**src/rtl/code_unshifter.sv**
```systemverilog
// code_unshifter: receive-side variable-length code extractor.
// Packed MSB-first words are appended behind the surviving bits of a
// 2*WIDTH buffer. The decoder reads an MSB-aligned WIDTH-bit window and
// removes 1..WIDTH bits per cycle. Every output comes straight from registers.
module code_unshifter #(
    parameter int WIDTH = 16
) (
    input  logic                           clk,
    input  logic                           rst,
    input  logic                           ena_in,
    input  logic [WIDTH-1:0]               in,
    output logic                           rdy_out,
    input  logic                           take,
    input  logic [$clog2(WIDTH):0]         size,
    input  logic                           flush,
    output logic [WIDTH-1:0]               window,
    output logic [$clog2(2*WIDTH+1)-1:0]   count,
    output logic                           err
);

    localparam int NW = $clog2(2*WIDTH+1);
    localparam logic [NW-1:0] W_N = NW'(WIDTH);

    logic [2*WIDTH-1:0] buf_q, buf_t, buf_n;
    logic [NW-1:0]      cnt_q, cnt_t, cnt_n;
    logic               err_q, err_n;
    logic [NW-1:0]      size_x;
    logic               legal, load;

    assign size_x  = NW'(size);
    assign window  = buf_q[2*WIDTH-1 -: WIDTH];
    assign count   = cnt_q;
    assign err     = err_q;
    // Readiness depends only on registered occupancy, so it is never
    // combinationally tied to the same-cycle take.
    assign rdy_out = (cnt_q <= W_N);

    // Next state: apply a legal take, then append any accepted word behind
    // the surviving bits. Flush overrides both but leaves err alone.
    always_comb begin
        legal = take && (size_x != '0) && (size_x <= W_N) && (size_x <= cnt_q);
        load  = ena_in && rdy_out;
        buf_t = legal ? (buf_q << size) : buf_q;
        cnt_t = legal ? (cnt_q - size_x) : cnt_q;
        // Bits below the surviving ones are zero, so OR places the new word.
        buf_n = load ? (buf_t | ({in, {WIDTH{1'b0}}} >> cnt_t)) : buf_t;
        cnt_n = load ? (cnt_t + W_N) : cnt_t;
        err_n = err_q | (take && !legal);
        if (flush) begin
            buf_n = '0;
            cnt_n = '0;
            err_n = err_q;
        end
    end

    // State registers; reset drops all buffered bits at once.
    always_ff @(posedge clk or negedge rst) begin
        if (!rst) begin
            buf_q <= '0;
            cnt_q <= '0;
            err_q <= 1'b0;
        end else begin
            buf_q <= buf_n;
            cnt_q <= cnt_n;
            err_q <= err_n;
        end
    end

endmodule

```
**config.mk**
```make
export PLATFORM = sky130hd
export DESIGN_NAME = code_unshifter
export DESIGN_NICKNAME = d
export VERILOG_FILES = /design/src/rtl/code_unshifter.sv
export SDC_FILE = /design/constraint.sdc
export NUM_CORES = 1
export LEC_CHECK = 0
export BUFFER_PORTS_ARGS = -buffer_cell sky130_fd_sc_hd__buf_2
export CORE_AREA = 2 2 96 98
export DETAILED_ROUTE_END_ITERATION = 10
export DIE_AREA = 0 0 98 100
export GPL_TIMING_DRIVEN = 0
export PLACE_DENSITY = 0.85
export SLEW_MARGIN = 20
export SYNTH_ARGS = -nofsm -noshare
export SYNTH_HDL_FRONTEND = slang
export SYNTH_SLANG_ARGS = --single-unit
```
**constraint.sdc**
```tcl
create_clock -name clk -period 5.4 [get_ports clk]
set_input_delay 1.08 -clock clk [delete_from_list [all_inputs] [get_ports clk]]
set_output_delay 1.08 -clock clk [all_outputs]
set_load 0.01 [all_outputs]
```
# Yosys cells after proc, flatten, opt, wreduce, memory -nomap -nowiden
# Index checks and enable logic that the tools add are counted.
# classes
magnitude_cmp,3
n_bitwise,2
mux,6
add_sub_neg,2
n_reduce_logical,7
n_shift,2
# ops
cell,count
$mux W32,3
$or A32 B32 Y32,1
$shl A32 B5 Y32,1
$shr A32 B6 Y32,1
$mux W6,3
$add A6 B5 Y6 const B,1
$le A5 B6 Y1,1
$le A6 B5 Y1 const B,1
$reduce_bool A6 Y1,1
$sub A6 B5 Y6,1
$le A5 B5 Y1 const B,1
$logic_and A1 B1 Y1,5
$logic_not A1 Y1,1
$or A1 B1 Y1,1
# word_totals
out_inout_bits,24
regBits,39

# Logic depth before layout (Yosys ltp)
# Gate-level depths: netlist (run 1).
# depth
word_depth,9
depth_mapped,15
mapped_depth_nobuf,13

# Worst setup path after synthesis (run 1)
# No wires, ideal clock.
# synth_path
path_type,input port to flip-flop
startpoint,input size[3]
endpoint,register buf_q[0]
n_path_buf,3
t_arrival_ns,3.963
stages,13
setup_time_ns,0.126
path_slack_ns,1.311
cell_sequence,buf_2 -> inv_1 -> clkbuf_1 -> ha_1 -> a21o_1 -> a21oi_1 -> a21oi_4 -> o21ai_2 -> buf_6 -> mux2i_1 -> mux2_2 -> mux2i_1 -> a221o_1
# synth_between
elab_chain_cells,9
# synth_lines
element,line_no,rtl
from (decl),14,"input logic [$clog2(WIDTH):0] size,"
branches (longest 7 deep; another with $le A5 B5 Y1),-,
$mux W32 *,46,"buf_n = load ? (buf_t | ({in, {WIDTH{1'b0}}} >> cnt_t)) : buf_t;"
$mux W32 *,49,if (flush) begin
via buf_n[0],24,"logic [2*WIDTH-1:0] buf_q, buf_t, buf_n;"
to (signal assigned),63,buf_q <= buf_n;
to (decl),24,
# Mark *: on every way through the listed nets, which the timed path passes.
# A chain may end at the register's enable or synchronous reset.

# Final worst setup path (run 1)
# layout_path
startpoint,input size[3]
endpoint,register buf_q[11]
# The elaborated chain is that of the path after synthesis.

==> impl_metrics.py, run 1 <==
metrics = {
    "global_route": {
        "grt_antenna_before_repair": 0,
        "grt_overflow": 0,
        "grt_pass1_vias": 5108,
        "grt_max_degree": 40,
        "grt_util_all_layers_pct": 35.05,
        "grt_pass1_wl_um": 27030,
    },
    "placement": {
        "gp_congestion": 1.000,
        "post_dp_cell_area_um2": 5116,
        "pre_cts_ws_ps": 393.2,
        "numPortBuffers": 45,
        "hpwlAfterDp_um": 13850,
    },
    "sta": {
        "grt_setup_unrepaired": "no",
        "setup_tns_ps": 0,
        "finalCritPeriodShare_pct": 90.02,
        "hold_ws_ps": 459.0,
        "setup_violations": 0,
        "slew_headroom_pct": 42.04,
        "fin_ws_ps": 539.0,
        "hold_viol": 0,
        "fin_skew_ps": 6.295,
        "timing.final.max_slew_violations": 0,
        "fin_crit_ps": 4861,
        "max_slew.worst_pin.slew_ps": 869.4,
        "fmax_mhz": 205.7,
    },
    "synthesis": {
        "yosysUniqueCellTypes": 73,
        "syn_area_um2": 4752,
        "avgSynthCellArea_um2": 8.027,
        "synth-edff-count": 0,
        "async_flop_share_pct": 100.0,
        "synth_nets": 624,
        "ys_ff_latch": 39,
        "ys_seq_area_share_pct": 20.54,
        "yosysWarnings": 0,
        "synthCells": 592,
        "dominantRegCellSynth": "dfrtp_1",
    },
    "clocking": {
        "tritoncts": "done",
        "cts_resized": 0,
        "insertion_delay_ps": 300,
        "root_buffer": "clkbuf_8",
        "htree_num_levels": 2,
        "clk_transition_reported_paths_ps": 80,
        "cts_hold_buf": 0,
        "clock-sinks": 39,
        "numCtsBuffers": 5,
        "clk_path_buf_depth": 2,
        "post_cts_buffers": 0,
    },
    "detailed_routing": {
        "wl_per_cell_um": 22.74,
        "drt_wl_total_um": 17200,
        "avgViaCountPerCell": 6.840,
        "ant_nets": 0,
        "initialDrtViolationCount": 417,
        "dr.pass1.iters": 5,
        "vias": 5171,
        "drcViolationCount": 0,
    },
    "critical_path": {
        "reg2reg_to": "buf_q[11]$_DFF_PN0_",
        "cp.required_ps": 5590,
        "critPathCaptureType": "flip-flop",
        "crit_path_max_fanout": 10,
        "cp.arrival_ps": 5060,
        "worstRegToRegCells": 14,
        "worstSetupPathType": "in -> reg",
        "r2r_slack_ps": 1660,
        "critPathLaunchType": "primary input",
        "rr_startpoint": "count[0]$_DFF_PN0_",
    },
    "outcome": {
        "status": "finished, final reports clean",
    },
    "final_layout": {
        "area_delta_synth_final_pct": 10.45,
        "finalInstanceArea_um2": 5249,
        "final_cell_mix": "nand2_1, mux2i_1, buf_2, nor2_1",
        "final_common_cell": "nand2_1",
        "diodes": 0,
        "nets": 676,
        "final_core_util_pct": 59.04,
        "drive_above_1_share_pct": 20.78,
    },
    "power": {
        "peakVddDrop_mv": 0.2061,
        "leakagePower_nw": 2.394,
        "powerDensity_nw_per_um2": 410.2,
    },
    "floorplan": {
        "ioPinCount": 50,
        "start_util_pct": 53.46,
        "rows": 35,
        "die_x_um": 98,
        "core_area_um2": 8890,
        "die_y_um": 100,
        "die_area_um2": 9800,
    },
    "hold_path": {
        "holdCritPathClass": "reg -> reg",
        "hold_start": "err$_DFFE_PN0N_",
        "holdPathStages": 1,
        "whs_endpoint": "err$_DFFE_PN0N_",
    },
    "run": {
        "drv_cap": 0,
    },
}
## per-layer routing
metal	track usage [%]	wire, um	share of wire [%]
met1	44.00	6575	38
met2	58.96	8012	47
met3	5.014	1614	9.4
met4	18.27	993	5.8
met5	0	0	0
## metrics by stage
stage          power (mW)  cells
6_report            2.153    756
2_1_floorplan       1.419    592
5_1_grt             2.268    756
3_3_place_gp        1.793    748
3_5_place_dp        1.814    748
4_1_cts             2.105    756
## area by class of cell
cell class	count	area [um^2]
buffer	60	332.8
clock buffer	6	72.57
clock inverter	2	60.06
fill	826	3641
inverter	10	37.54
multi-input combinational	483	3406
sequential	39	975.9
tap	111	138.9
timing repair buffer	45	225.2
## state kept, by name, summed over array words and instances (netlist names)
name,flops
buf_q,32
count,6
err,1
## power breakdown
group / leakage [nW] / internal [mW] / switching [mW] / total, mW
registers: 0.523 / 0.378 / 0.134 / 0.511
logic: 1.81 / 0.550 / 0.798 / 1.35
clock network: 0.0654 / 0.185 / 0.108 / 0.293
total: 2.39 / 1.11 / 1.04 / 2.15
## cell usage after synthesis (all sizes together) (2+ instances only)
cell type / n / area (um^2)
xnor2: 5 / 43.79
a22o: 3 / 26.28
mux4: 10 / 225.2
ha: 5 / 62.56
a21oi: 41 / 227.7
nor3: 11 / 55.05
nor2: 58 / 232.7
o22ai: 13 / 81.33
dfrtp: 39 / 975.9
nand3: 9 / 45.04
and2: 4 / 25.02
o21ai: 32 / 175.2
inv: 9 / 33.78
o32ai: 2 / 17.52
a31oi: 11 / 68.82
a211oi: 13 / 102.6
nand2: 89 / 336.6
or2: 2 / 12.52
a311oi: 3 / 32.53
buf: 35 / 239.0
a211o: 2 / 17.52
a21o: 7 / 52.55
o211ai: 5 / 47.54
and3: 8 / 50.05
o41ai: 2 / 17.52
a221oi: 9 / 97.59
mux2: 16 / 187.7
o221a: 5 / 56.30
nor4: 4 / 40.04
mux2i: 64 / 644.4
a22oi: 15 / 112.6
nor2b: 5 / 31.28
o2bb2ai: 2 / 23.77
o211a: 2 / 20.02
o221ai: 7 / 61.31
clkbuf: 25 / 93.84
o21bai: 2 / 18.77
o21a: 3 / 22.52
## kinds of logic after synthesis
group	Yosys count	synth area share, %
AO/OA/AOI/OAI	188	28.73
XOR/XNOR	5	0.9215
adder cells (fa/ha/maj)	6	1.738
buffers and inverters	70	7.793
flip-flops	39	20.54
multiplexers	90	22.25
AND/OR/NAND/NOR	194	18.04
## worst max-delay path, stage by stage
cell and delay, ps:
buf_2 180, inv_1 220, clkbuf_1 530, ha_1 400, a21o_1 190, a21oi_1 380
a21oi_4 170, o21ai_2 400, buf_6 230, buf_2 250, nand2_1 130, o21ai_0 490
nand2_1 120, a311oi_1 270
## worst max path at each step
stage / start / end / slack [ps] / cells past startpoint
3_5_place_dp: size[3] / buf_q[11]$_DFF_PN0_ / 390 / 14
2_1_floorplan: size[3] / buf_q[0]$_DFF_PN0_ / 1310 / 13
6_report: size[3] / buf_q[11]$_DFF_PN0_ / 540 / 14
4_1_cts: size[3] / buf_q[11]$_DFF_PN0_ / 690 / 14
5_1_grt: size[3] / buf_q[11]$_DFF_PN0_ / 360 / 14
3_3_place_gp: size[3] / buf_q[11]$_DFF_PN0_ / 410 / 14
Power figures use the tool's default switching activity.
==> run 2, diff against run 1 <==
- CTS_BUF_LIST: not set -> sky130_fd_sc_hd__clkbuf_8 sky130_fd_sc_hd__clkbuf_16
==> impl_metrics.py, run 2 (same netlist as run 1, synthesis figures left out) <==
metrics = {
    "sta": {
        "fin_crit_ps": 4896,
        "fin_skew_ps": 4.887,
        "setup_violations": 0,
        "hold_viol": 0,
        "timing.final.max_slew_violations": 0,
        "finalCritPeriodShare_pct": 90.66,
        "grt_setup_unrepaired": "no",
        "fmax_mhz": 204.3,
        "slew_headroom_pct": 41.70,
        "setup_tns_ps": 0,
        "max_slew.worst_pin.slew_ps": 874.5,
    },
    "clocking": {
        "numCtsBuffers": 5,
        "cts_resized": 0,
        "insertion_delay_ps": 300,
        "tritoncts": "done",
        "htree_num_levels": 2,
        "cts_hold_buf": 0,
        "clock-sinks": 39,
        "post_cts_buffers": 0,
        "root_buffer": "clkbuf_8",
        "clk_transition_reported_paths_ps": 80,
        "clk_path_buf_depth": 2,
    },
    "floorplan": {
        "rows": 35,
        "core_area_um2": 8890,
        "start_util_pct": 53.46,
        "die_y_um": 100,
        "ioPinCount": 50,
        "die_area_um2": 9800,
        "die_x_um": 98,
    },
    "detailed_routing": {
        "vias": 5187,
        "dr.pass1.iters": 5,
        "initialDrtViolationCount": 379,
        "met3_wirelength_um": 1545,
        "wl_per_cell_um": 22.99,
        "drcViolationCount": 0,
        "wirelength_met1_um": 6727,
        "ant_nets": 0,
        "met2_length_um": 8078,
        "drt_wl_total_um": 17380,
        "avgViaCountPerCell": 6.861,
        "routed.top_layer": "met4",
    },
    "power": {
        "peakVddDrop_mv": 0.2043,
        "power_frac_seq_pct": 23.7,
        "leakagePower_nw": 2.398,
        "switching_power_mw": 1.046,
        "internal_power_mw": 1.111,
        "switching_share_pct": 48.50,
        "powerDensity_nw_per_um2": 411.0,
        "power_frac_clock_pct": 13.5,
        "pwr-share-comb_pct": 62.9,
    },
    "final_layout": {
        "nets": 676,
        "finalInstanceArea_um2": 5249,
        "largest_reg_flops": 32,
        "area_delta_synth_final_pct": 10.45,
        "top_register": "buf_q",
        "drive_above_1_share_pct": 20.78,
        "final_cell_mix": "nand2_1, mux2i_1, buf_2, nor2_1",
        "fill_cells": 826,
        "final_common_cell": "nand2_1",
        "diodes": 0,
    },
    "critical_path": {
        "rr_startpoint": "count[0]$_DFF_PN0_",
        "worstSetupPathType": "in -> reg",
        "cpMaxStageDelayCell": "clkbuf_1",
        "worstPathCellList": "buf_2 -> inv_1 -> clkbuf_1 -> ha_1 -> a21o_1 -> a21oi_1 -> a21oi_4 -> o21ai_2 -> buf_6 -> buf_2 -> nand2_1 -> o21ai_0 -> nand2_1 -> a311oi_1",
        "crit_family": "compound AO/OA/AOI/OAI gates",
        "path_buf_inv": 5,
        "worstRegToRegCells": 14,
        "reg2reg_to": "buf_q[11]$_DFF_PN0_",
        "critPathLaunchType": "primary input",
        "startpoint": "size[3]",
        "cp.arrival_ps": 5090,
        "critPathCaptureType": "flip-flop",
        "slowest_delay_ps": 530,
        "crit_path_max_fanout": 10,
        "r2r_slack_ps": 1630,
        "cp.required_ps": 5590,
    },
    "global_route": {
        "grt_antenna_before_repair": 0,
        "grt_util_all_layers_pct": 35.05,
        "grt_pass1_wl_um": 27030,
        "grt_overflow": 0,
        "grt_max_degree": 40,
        "grt_pass1_vias": 5108,
    },
    "placement": {
        "numPortBuffers": 45,
        "post_dp_cell_area_um2": 5116,
        "hpwlAfterDp_um": 13850,
        "gp_congestion": 1.000,
    },
    "hold_path": {
        "holdPathStages": 1,
        "hold_start": "err$_DFFE_PN0N_",
        "holdCritPathClass": "reg -> reg",
        "whs_endpoint": "err$_DFFE_PN0N_",
    },
    "run": {
        "drv_cap": 0,
    },
    "outcome": {
        "status": "finished, final reports clean",
    },
}
## run 2: metal layers
metal	GRT usage (%)	vias up
met5	0	-
met4	18.27	0
met3	5.014	75
met2	58.96	334
met1	44.00	2467
li1	-	2311
## run 2: worst max path at each step
stage / to / slack (ps) / cells past startpoint
2_1_floorplan: buf_q[0]$_DFF_PN0_ / 1310 / 13
3_3_place_gp: buf_q[11]$_DFF_PN0_ / 410 / 14
3_5_place_dp: buf_q[11]$_DFF_PN0_ / 390 / 14
4_1_cts: buf_q[11]$_DFF_PN0_ / 690 / 14
5_1_grt: buf_q[11]$_DFF_PN0_ / 360 / 14
6_report: buf_q[11]$_DFF_PN0_ / 500 / 14
## run 2: power groups by stage
| stage | combinational [mW] | clock, mW | sequential, mW |
|---|---|---|---|
| after floorplan | 0.964 | 0 | 0.455 |
| after global placement | 1.29 | 0 | 0.504 |
| after detailed placement | 1.31 | 0 | 0.507 |
| after CTS | 1.31 | 0.287 | 0.501 |
| after global routing | 1.45 | 0.301 | 0.519 |
| final | 1.36 | 0.290 | 0.511 |
## run 2: layout make-up
cell class	count	area, um^2	area share (%)
well taps	111	138.9	2.646
clock buffers	5	68.82	1.311
inverters	10	37.54	0.7151
multi-input cells	483	3406	64.89
plain buffers	60	332.8	6.341
flip-flops and latches	39	975.9	18.59
clock inverters	3	63.81	1.216
repair buffers	45	225.2	4.291
## run 2: stage by stage
stage / setup slack (ps) / hold slack (ps) / utilization [%] / cells / power, mW
after global routing: 360.1 / 475.8 / 59.04 / 756 / 2.266
final: 504.2 / 457.4 / 59.04 / 756 / 2.157
after global placement: 411.3 / 434.4 / 57.55 / 748 / 1.793
after CTS: 688.3 / 460.3 / 59.04 / 756 / 2.103
after floorplan: 1311 / 493.2 / - / 592 / 1.419
after detailed placement: 393.2 / 443.3 / 57.55 / 748 / 1.814
==> run 3, diff against run 2 <==
- ABC_AREA: not set -> 1
- CORE_AREA: 2 2 96 98 -> 2 2 95 97
- DIE_AREA: 0 0 98 100 -> 0 0 97 99
- PLACE_DENSITY: 0.85 -> 0.84
==> impl_metrics.py, run 3 <==
metrics = {
    "outcome": {
        "status": "finished, final reports clean",
    },
    "clocking": {
        "insertion_delay_ps": 290,
        "tritoncts": "done",
        "cts_resized": 0,
        "numCtsBuffers": 5,
        "root_buffer": "clkbuf_8",
        "htree_num_levels": 2,
        "clk_path_buf_depth": 2,
        "clock-sinks": 39,
        "clk_transition_reported_paths_ps": 80,
        "post_cts_buffers": 0,
        "cts_hold_buf": 0,
    },
    "synthesis": {
        "syn_area_um2": 4628,
        "synth_nets": 815,
        "synth_top_area_cell": "dfrtp_1",
        "avgSynthCellArea_um2": 5.911,
        "synth-edff-count": 0,
        "ys_seq_area_share_pct": 21.09,
        "yosysWarnings": 0,
        "async_flop_share_pct": 100.0,
        "yosysMostFrequentCell": "nand2_1",
        "dominantRegCellSynth": "dfrtp_1",
        "yosys-top-cells-count": "nand2_1, nand3_1, o21ai_0",
        "synth_area_leaders": "dfrtp_1, nand2_1, nand3_1",
        "ys_ff_latch": 39,
        "yosysUniqueCellTypes": 39,
        "synthCells": 783,
        "yosysTopAreaCellShare_pct": 21.09,
    },
    "power": {
        "switching_power_mw": 0.9242,
        "powerDensity_nw_per_um2": 367.3,
        "power_frac_seq_pct": 24.1,
        "pwr-share-comb_pct": 60.6,
        "internal_power_mw": 0.9585,
        "peakVddDrop_mv": 0.1691,
        "power_frac_clock_pct": 15.3,
        "switching_share_pct": 49.09,
        "leakagePower_nw": 2.477,
    },
    "critical_path": {
        "cp.required_ps": 5560,
        "worst_path_most_repeated_cell": "nand3_1",
        "crit_path_max_fanout": 10,
        "worstPathCellList": "buf_2 -> clkbuf_1 -> inv_1 -> clkbuf_1 -> ha_1 -> nand2_1 -> inv_1 -> nand3_1 -> nand3_1 -> nand3_1 -> clkbuf_1 -> nand3_1 -> nand3_1 -> nand3_1 -> nand3_1 -> nand3_1 -> nand2_1 -> a21oi_1",
        "cp.arrival_ps": 4330,
        "slowest_delay_ps": 430,
        "critPathLaunchType": "primary input",
        "critPathCaptureType": "flip-flop",
        "cpMaxStageDelayCell": "ha_1",
        "worstSetupPathType": "in -> reg",
    },
    "run": {
        "drv_cap": 0,
    },
    "floorplan": {
        "start_util_pct": 54.13,
        "ioPinCount": 50,
        "die_area_um2": 9603,
        "die_x_um": 97,
        "core_area_um2": 8551,
        "rows": 34,
        "die_y_um": 99,
    },
    "placement": {
        "numPortBuffers": 46,
        "gp_congestion": 1.042,
        "post_dp_cell_area_um2": 4994,
        "pre_cts_ws_ps": 1028,
        "hpwlAfterDp_um": 12540,
    },
    "detailed_routing": {
        "drt_wl_total_um": 15370,
        "drcViolationCount": 0,
        "initialDrtViolationCount": 551,
        "ant_nets": 0,
        "vias": 5568,
        "avgViaCountPerCell": 5.892,
        "dr.pass1.iters": 6,
        "wl_per_cell_um": 16.27,
    },
    "final_layout": {
        "final_cell_mix": "nand2_1, nand3_1, o21ai_0",
        "ff_latch_area_um2": 975.9,
        "nets": 868,
        "multiInputGateArea_um2": 3057,
        "area_delta_synth_final_pct": 10.76,
        "diodes": 0,
        "finalInstanceArea_um2": 5126,
        "drive_above_1_share_pct": 13.74,
        "fill_cells": 886,
        "largest_reg_flops": 32,
        "top_register": "buf_q",
        "final_common_cell": "nand2_1",
    },
    "global_route": {
        "grt_antenna_before_repair": 0,
        "grt_overflow": 0,
        "grt_util_all_layers_pct": 31.64,
        "grt_pass1_vias": 5210,
        "grt_pass1_wl_um": 24920,
        "grt_max_degree": 40,
    },
    "sta": {
        "hold_viol": 0,
        "timing.final.max_slew_violations": 0,
        "grt_setup_unrepaired": "no",
        "setup_tns_ps": 0,
        "fmax_mhz": 239.7,
        "fin_ws_ps": 1229,
        "setup_violations": 0,
        "finalCritPeriodShare_pct": 77.25,
        "fin_skew_ps": 9.589,
        "fin_crit_ps": 4171,
        "slew_headroom_pct": 44.62,
        "max_slew.worst_pin.slew_ps": 830.8,
    },
    "hold_path": {
        "holdCritPathClass": "reg -> reg",
    },
}
==> run 3: cell count changes in the layout (fill, tap and decap cells not counted), sizes merged, moves of 9 or more <==
cell,previous run,this run
nand2,89,223
nor3,11,1
mux2i,64,8
o22ai,13,0
a211oi,13,1
nor2,58,44
o221ai,7,19
a221oi,9,0
mux4,10,0
mux2,16,0
a21oi,41,51
inv,10,68
nand3,9,145
o21ai,32,71
==> run 3: kinds of logic after synthesis <==
kind of cell	synth area share [%]
AND/OR/NAND/NOR	40.42
AO/OA/AOI/OAI	21.55
buffers and inverters	12.87
flip-flops	21.09
multiplexers	1.730
adder cells (fa/ha/maj)	1.784
XOR/XNOR	0.5678
==> run 3: worst max-delay path, delay by kind of cell <==
family          cells  cell delay (ps)
compound gates      1               70
buf+inv             6             1330
fa+ha+maj           1              430
simple gates       10             1430
==> run 3: through the flow <==
| step | hold slack (ps) | utilization (%) | std cells | total power, mW |
|---|---|---|---|---|
| 2_1_floorplan | 511.7 | - | 783 | 1.250 |
| 3_3_place_gp | 448.9 | 58.40 | 937 | 1.552 |
| 3_5_place_dp | 462.8 | 58.40 | 937 | 1.562 |
| 4_1_cts | 479.7 | 59.95 | 945 | 1.849 |
| 5_1_grt | 503.3 | 59.95 | 945 | 2.021 |
| 6_report | 477.7 | 59.95 | 945 | 1.883 |
==> run 3: layout make-up <==
cell class,instances,share of cell area [%]
sequential,39,19.04
tap,108,2.636
clock inverter,3,1.245
buffer,65,6.639
clock buffer,5,1.342
multi-input combinational,611,59.63
timing repair buffer,46,4.491
inverter,68,4.979
==> run 3: power groups by stage <==
stage | logic [mW] | registers [mW] | clock network [mW]
detailed placement | 1.11 | 0.456 | 0
global placement | 1.10 | 0.454 | 0
finish | 1.14 | 0.455 | 0.288
CTS | 1.11 | 0.450 | 0.287
global route | 1.26 | 0.463 | 0.299
floorplan | 0.827 | 0.423 | 0
==> run 3: routing by layer <==
layer,vias to the layer above,GRT usage [%],wire length (um)
met5,-,0,0
met1,2456,40.18,6300
met2,298,53.69,7054
met3,70,2.057,1114
li1,2744,-,-
met4,0,17.88,902
==> run 3: path summary, 6_finish.rpt <==
| path | startpoint | to | slack, ps | cells past startpoint |
|---|---|---|---|---|
| hold / removal | err$_DFFE_PN0N_ | err$_DFFE_PN0N_ | 480 | 1 |
| setup reg to reg | count[0]$_DFF_PN0_ | buf_q[7]$_DFF_PN0_ | 2220 | 17 |
| max in group asynchronous | rst | buf_q[6]$_DFF_PN0_ | 3990 | 1 |
| min in group asynchronous | rst | count[0]$_DFF_PN0_ | 880 | 1 |
| hold reg to reg | err$_DFFE_PN0N_ | err$_DFFE_PN0N_ | 480 | 1 |
| setup / recovery | size[2] | buf_q[7]$_DFF_PN0_ | 1230 | 18 |
